## src/rtl/rx_frame_pkg.sv

```systemverilog
// rx_frame_pkg: shared FSM state encoding, error codes and defaults for the rx_frame_parser slice.
package rx_frame_pkg;

    localparam logic [7:0] DEFAULT_SYNC_BYTE = 8'hAA;

    localparam logic [2:0] ST_IDLE    = 3'd0;
    localparam logic [2:0] ST_LEN     = 3'd1;
    localparam logic [2:0] ST_PAYLOAD = 3'd2;
    localparam logic [2:0] ST_CSUM    = 3'd3;
    localparam logic [2:0] ST_OUT     = 3'd4;

    localparam logic [1:0] ERR_NONE    = 2'd0;
    localparam logic [1:0] ERR_LEN     = 2'd1;
    localparam logic [1:0] ERR_CSUM    = 2'd2;
    localparam logic [1:0] ERR_TIMEOUT = 2'd3;

    // Index width for a buffer of 'depth' entries; never narrower than one bit.
    function automatic int idx_width(input int depth);
        return (depth > 1) ? $clog2(depth) : 1;
    endfunction

endpackage

```

## src/rtl/rx_frame_buf.sv

```systemverilog
// rx_frame_buf: payload store, DEPTH x 8 register array with one synchronous
// write port and one combinational read port.
module rx_frame_buf
    import rx_frame_pkg::*;
#(
    parameter int DEPTH = 16,
    parameter int AW    = idx_width(DEPTH)
) (
    input  logic          clk,
    input  logic          wr_en,
    input  logic [AW-1:0] wr_addr,
    input  logic [7:0]    wr_data,
    input  logic [AW-1:0] rd_addr,
    output logic [7:0]    rd_data
);

    logic [7:0] mem [DEPTH];

    // NOTE: the array has no reset on purpose; every entry is written before it
    // is read within a frame, so a reset would only add a wide reset fan-out.
    always_ff @(posedge clk) begin
        if (wr_en) begin
            mem[wr_addr] <= wr_data;
        end
    end

    assign rd_data = mem[rd_addr];

endmodule

```

## src/rtl/rx_frame_parser.sv

```systemverilog
// rx_frame_parser: parses SYNC, LEN, payload [, CSUM] byte frames and streams the payload out
// through a valid/ready port. Define PKT_CHECKSUM_EN to require and verify the trailing checksum byte.
module rx_frame_parser
    import rx_frame_pkg::*;
#(
    parameter logic [7:0] SYNC_BYTE    = DEFAULT_SYNC_BYTE,
    parameter int         MAX_LEN      = 16,
    parameter int         TIMEOUT_CLKS = 2000
) (
    input  logic       clk,
    input  logic       rst,
    input  logic [7:0] rx_data,
    input  logic       rx_valid,
    output logic [7:0] pkt_data,
    output logic       pkt_valid,
    input  logic       pkt_ready,
    output logic       pkt_last,
    output logic       pkt_err,
    output logic [1:0] err_code,
    output logic       overrun,
    output logic       busy
);

    localparam int            AW        = idx_width(MAX_LEN);
    localparam int            TW        = $clog2(TIMEOUT_CLKS + 1);
    localparam logic [7:0]    MAX_LEN_B = 8'(MAX_LEN);
    localparam logic [TW-1:0] TMO_LAST  = TW'(TIMEOUT_CLKS - 1);

    logic [2:0]    state;
    logic [AW-1:0] wr_idx;
    logic [AW-1:0] rd_idx;
    logic [AW-1:0] last_idx;
    logic [TW-1:0] tmo_cnt;
    logic [7:0]    rd_data;
    logic          in_frame;
    logic          tmo_hit;
    logic          len_ok;
    logic          buf_we;
`ifdef PKT_CHECKSUM_EN
    logic [7:0]    csum;
`endif

    assign busy     = (state != ST_IDLE);
    assign in_frame = busy && (state != ST_OUT);
    assign tmo_hit  = in_frame && !rx_valid && (tmo_cnt == TMO_LAST);
    assign len_ok   = (rx_data != 8'd0) && (rx_data <= MAX_LEN_B);
    assign buf_we   = (state == ST_PAYLOAD) && rx_valid;

    rx_frame_buf #(
        .DEPTH (MAX_LEN),
        .AW    (AW)
    ) u_buf (
        .clk     (clk),
        .wr_en   (buf_we),
        .wr_addr (wr_idx),
        .wr_data (rx_data),
        .rd_addr (rd_idx),
        .rd_data (rd_data)
    );

    // NOTE: all state uses non-blocking assignments so every register sees the
    // pre-edge values of the others, independent of statement order.
    always_ff @(posedge clk or posedge rst) begin
        if (rst) begin
            state     <= ST_IDLE;
            wr_idx    <= '0;
            rd_idx    <= '0;
            last_idx  <= '0;
            tmo_cnt   <= '0;
            pkt_data  <= 8'h00;
            pkt_valid <= 1'b0;
            pkt_last  <= 1'b0;
            pkt_err   <= 1'b0;
            err_code  <= ERR_NONE;
            overrun   <= 1'b0;
`ifdef PKT_CHECKSUM_EN
            csum      <= 8'h00;
`endif
        end else begin
            pkt_err <= 1'b0;
            overrun <= 1'b0;
            // Idle-cycle count inside a frame; any received byte restarts it.
            tmo_cnt <= (in_frame && !rx_valid && !tmo_hit) ? tmo_cnt + TW'(1) : '0;

            if (tmo_hit) begin
                pkt_err  <= 1'b1;
                err_code <= ERR_TIMEOUT;
                state    <= ST_IDLE;
            end else begin
                case (state)
                    ST_IDLE: begin
                        if (rx_valid && (rx_data == SYNC_BYTE)) begin
                            state <= ST_LEN;
                        end
                    end
                    ST_LEN: begin
                        if (rx_valid) begin
                            if (len_ok) begin
                                last_idx <= AW'(rx_data - 8'd1);
                                wr_idx   <= '0;
`ifdef PKT_CHECKSUM_EN
                                csum     <= rx_data;
`endif
                                state    <= ST_PAYLOAD;
                            end else begin
                                pkt_err  <= 1'b1;
                                err_code <= ERR_LEN;
                                state    <= ST_IDLE;
                            end
                        end
                    end
                    ST_PAYLOAD: begin
                        if (rx_valid) begin
`ifdef PKT_CHECKSUM_EN
                            csum <= csum + rx_data;
`endif
                            if (wr_idx == last_idx) begin
                                rd_idx <= '0;
`ifdef PKT_CHECKSUM_EN
                                state  <= ST_CSUM;
`else
                                state  <= ST_OUT;
`endif
                            end else begin
                                wr_idx <= wr_idx + AW'(1);
                            end
                        end
                    end
`ifdef PKT_CHECKSUM_EN
                    ST_CSUM: begin
                        if (rx_valid) begin
                            if (8'(csum + rx_data) == 8'h00) begin
                                state <= ST_OUT;
                            end else begin
                                pkt_err  <= 1'b1;
                                err_code <= ERR_CSUM;
                                state    <= ST_IDLE;
                            end
                        end
                    end
`endif
                    ST_OUT: begin
                        overrun <= rx_valid;
                        // First cycle in OUT loads byte 0; afterwards each handshake loads the next.
                        if (!pkt_valid || pkt_ready) begin
                            if (pkt_valid && pkt_last) begin
                                pkt_valid <= 1'b0;
                                pkt_last  <= 1'b0;
                                state     <= ST_IDLE;
                            end else begin
                                pkt_valid <= 1'b1;
                                pkt_data  <= rd_data;
                                pkt_last  <= (rd_idx == last_idx);
                                rd_idx    <= rd_idx + AW'(1);
                            end
                        end
                    end
                    default: state <= ST_IDLE;
                endcase
            end
        end
    end

endmodule

```

## config.mk

```make
export PLATFORM = sky130hd
export DESIGN_NAME = rx_frame_parser
export DESIGN_NICKNAME = d
export VERILOG_FILES = /design/src/rtl/rx_frame_pkg.sv /design/src/rtl/rx_frame_buf.sv /design/src/rtl/rx_frame_parser.sv
export SDC_FILE = /design/constraint.sdc
export NUM_CORES = 1
export LEC_CHECK = 0
export ABC_AREA = 1
export CORE_AREA = 2 2 140 142
export CTS_BUF_LIST = sky130_fd_sc_hd__clkbuf_8
export DETAILED_ROUTE_END_ITERATION = 10
export DIE_AREA = 0 0 142 144
export SYNTH_ARGS = -nofsm -noshare
export SYNTH_HDL_FRONTEND = slang
export SYNTH_SLANG_ARGS = --single-unit
```

## constraint.sdc

```tcl
create_clock -name clk -period 4.65 [get_ports clk]
set_input_delay 0.6975 -clock clk [delete_from_list [all_inputs] [get_ports clk]]
set_output_delay 0.6975 -clock clk [all_outputs]
set_load 0.05 [all_outputs]
```

==> flow_metrics.env <==
export IMPL_p_leak_nw=3.17
export IMPL_yosysUniqueCellTypes=37
export IMPL_fmax_ghz=0.351
export IMPL_clkLatencyLatePin_ns=0.47
export IMPL_design_area_sq_mm=0.00833
export IMPL_cp_arrival_ns=2.15
export IMPL_grt_ovfl_total=0
export IMPL_drv_cap=0
export IMPL_tightest_slew_ns=1.00
export IMPL_synth_flop_cell="edfxtp_1"
export IMPL_rsz0062_at_grt="false"
export IMPL_synth_area_sq_mm=0.00742
export IMPL_synth_most_common_cell="nor2_1"
export IMPL_fin_crit_sh=0.612
export IMPL_required_ns=3.95
export IMPL_clkSinkCount=168
export IMPL_path_class="reg -> out"
export IMPL_cts_hold_buf=0
export IMPL_totalNegativeSetupSlack_ns=0
export IMPL_core_area_sq_mm=0.0191
export IMPL_outcome="complete, no violations"
export IMPL_synth_commonest_cells="nor2_1, edfxtp_1, nand2_1"
export IMPL_end_kind="output pin"
export IMPL_syn_num_nets=735
export IMPL_via_per_inst=5.06
export IMPL_hp_class="reg -> reg"
export IMPL_ir_worst_vdd_mv=0.331
export IMPL_clk_pin_slew_ns=0.09
export IMPL_slew_headroom=0.331
export IMPL_io_pins=27
export IMPL_route_detailed_drc=0
export IMPL_fin_crit_ns=2.85
export IMPL_yosysTopAreaCell="edfxtp_1"
export IMPL_crit_path_start_kind="register"
export IMPL_grt_usage=0.170
export IMPL_grt_pass1_vias=4861
export IMPL_grt_max_degree=77
export IMPL_synth_top_area_share=0.518
export IMPL_ys_ff_latch=168
export IMPL_place_area_sq_mm=0.00787
export IMPL_area_growth_pct=12.2
export IMPL_die_height_um=144
export IMPL_grt_pass1_wl_mm=26.0
export IMPL_async_flop_share=0.238
export IMPL_netlist_top_cells_area="edfxtp_1, dfrtp_1, nor2_1"
export IMPL_hold_viol_final=0
export IMPL_synth_cells=714
export IMPL_dp_hpwl_mm=10.3
export IMPL_start_util=0.389
export IMPL_ys_warn_count=0
export IMPL_place_congestion=0.796
export IMPL_cts_resized=0
export IMPL_vias=5011
export IMPL_setup_viol=0
export IMPL_synth_avg_cell_area_sq_um=10.4
export IMPL_port_buffers=26
export IMPL_ant_nets=0
export IMPL_cts_tree="done"
export IMPL_clock_root_buffer="clkbuf_8"
export IMPL_avgRoutedWirePerCell_um=16.8
export IMPL_synth_edf_count=128
export IMPL_skew_ns=0.0101
export IMPL_drt_pass1_iter_count=5
export IMPL_cts_inserted_buffers=17
export IMPL_drt_initial_drc_count=493
export IMPL_drive_gt1_frac=0.0824
export IMPL_antenna_found_initial=0
export IMPL_num_rows=51
export IMPL_cts_setup_buffers=0
export IMPL_die_w_um=142
export IMPL_yosysSeqAreaShare=0.653
export IMPL_slew_viol_final=0
export IMPL_wirelength_mm=16.6
export IMPL_critPathMaxFanout=7
export IMPL_h_tree_depth=4
export IMPL_whs_ns=0.483
export IMPL_die_area_sq_mm=0.0204
export IMPL_antenna_cells=0
export IMPL_power_density_mw_per_mm2=521
export IMPL_layout_nets=760
export IMPL_cts_buffer_depth=2
[stage by stage]
step | utilization | power [W] | cells | worst slack, ns
floorplan | - | 0.00285 | 714 | 2.81
global placement | 0.413 | 0.00318 | 958 | 1.74
detailed placement | 0.413 | 0.00319 | 958 | 1.62
CTS | 0.437 | 0.00437 | 990 | 1.77
global route | 0.437 | 0.00459 | 990 | 1.70
finish | 0.437 | 0.00434 | 990 | 1.80
[cells in the final DEF, fill, tap and decap left out, types with 8 or more instances in the layout]
cell             instances
clkbuf_8                17
ha_1                     9
o21ai_0                 30
inv_1                   43
nor3_1                   8
nand3_1                 65
clkdlybuf4s50_1         26
o21ai_1                 39
a21oi_1                  8
nor2_1                 151
nand2_1                118
edfxtp_1               128
dfrtp_1                 39
o211ai_1                 8
[report_power, final]
| part | leakage [nW] | switching, W | internal [W] |
|---|---|---|---|
| Combinational | 1.27 | 0.000949 | 0.000414 |
| Sequential | 1.68 | 0.0000791 | 0.00170 |
| Clock | 0.228 | 0.000552 | 0.000641 |
| Total | 3.17 | 0.00158 | 0.00276 |
[routing by layer]
metal | vias to the layer above | track usage | wire length (um)
met2 | 116 | 0.292 | 8300
met5 | - | 0 | 0
met3 | 27 | 0.0291 | 656
met4 | 0 | 0.0705 | 376
met1 | 2406 | 0.214 | 7280
li1 | 2462 | - | -
[worst paths after layout]
check,from,endpoint,slack (ns),cells past startpoint
max in group asynchronous,rst,rd_idx[0],3.62,3
max,state[1],busy,1.80,5
max reg2reg,state[0],u_buf.mem[10][2],2.31,5
min,tmo_cnt[0],tmo_cnt[0],0.48,1
min reg2reg,tmo_cnt[0],tmo_cnt[0],0.48,1
min in group asynchronous,rst,pkt_data[0],0.65,3
[state kept, by name, summed over array words and instances (netlist names)]
register and count:
u_buf.mem 128, tmo_cnt 11, pkt_data 8, last_idx 4
rd_idx 4, wr_idx 4, state 3, err_code 2
overrun 1, pkt_err 1, pkt_last 1, pkt_valid 1
[cell families (layout without fill, tap and decap cells)]
| group | after synthesis | in the layout | share of synthesized area |
|---|---|---|---|
| AND/OR/NAND/NOR | 366 | 366 | 0.212 |
| AO/OA/AOI/OAI | 88 | 88 | 0.0634 |
| adder cells (fa/ha/maj) | 9 | 9 | 0.0152 |
| flip-flops | 168 | 168 | 0.653 |
| XOR/XNOR | 9 | 9 | 0.0106 |
| buffers and inverters | 74 | 112 | 0.0462 |
[cell type report]
class | count | area [sq um]
Fill cell | 1790 | 10800
Tap cell | 238 | 298
Clock buffer | 17 | 234
Multi-Input combinational cell | 472 | 2230
Timing Repair Buffer | 32 | 305
Clock inverter | 15 | 224
Inverter | 48 | 188
Sequential cell | 168 | 4850
[critical path, stage by stage, from the launching register on]
cell,delay (ns)
dfrtp_1,0.50
nor2_4,0.20
inv_1,0.06
nor2_1,0.16
inv_1,0.06
clkdlybuf4s50_1,0.70
Power figures use the tool's default switching activity.
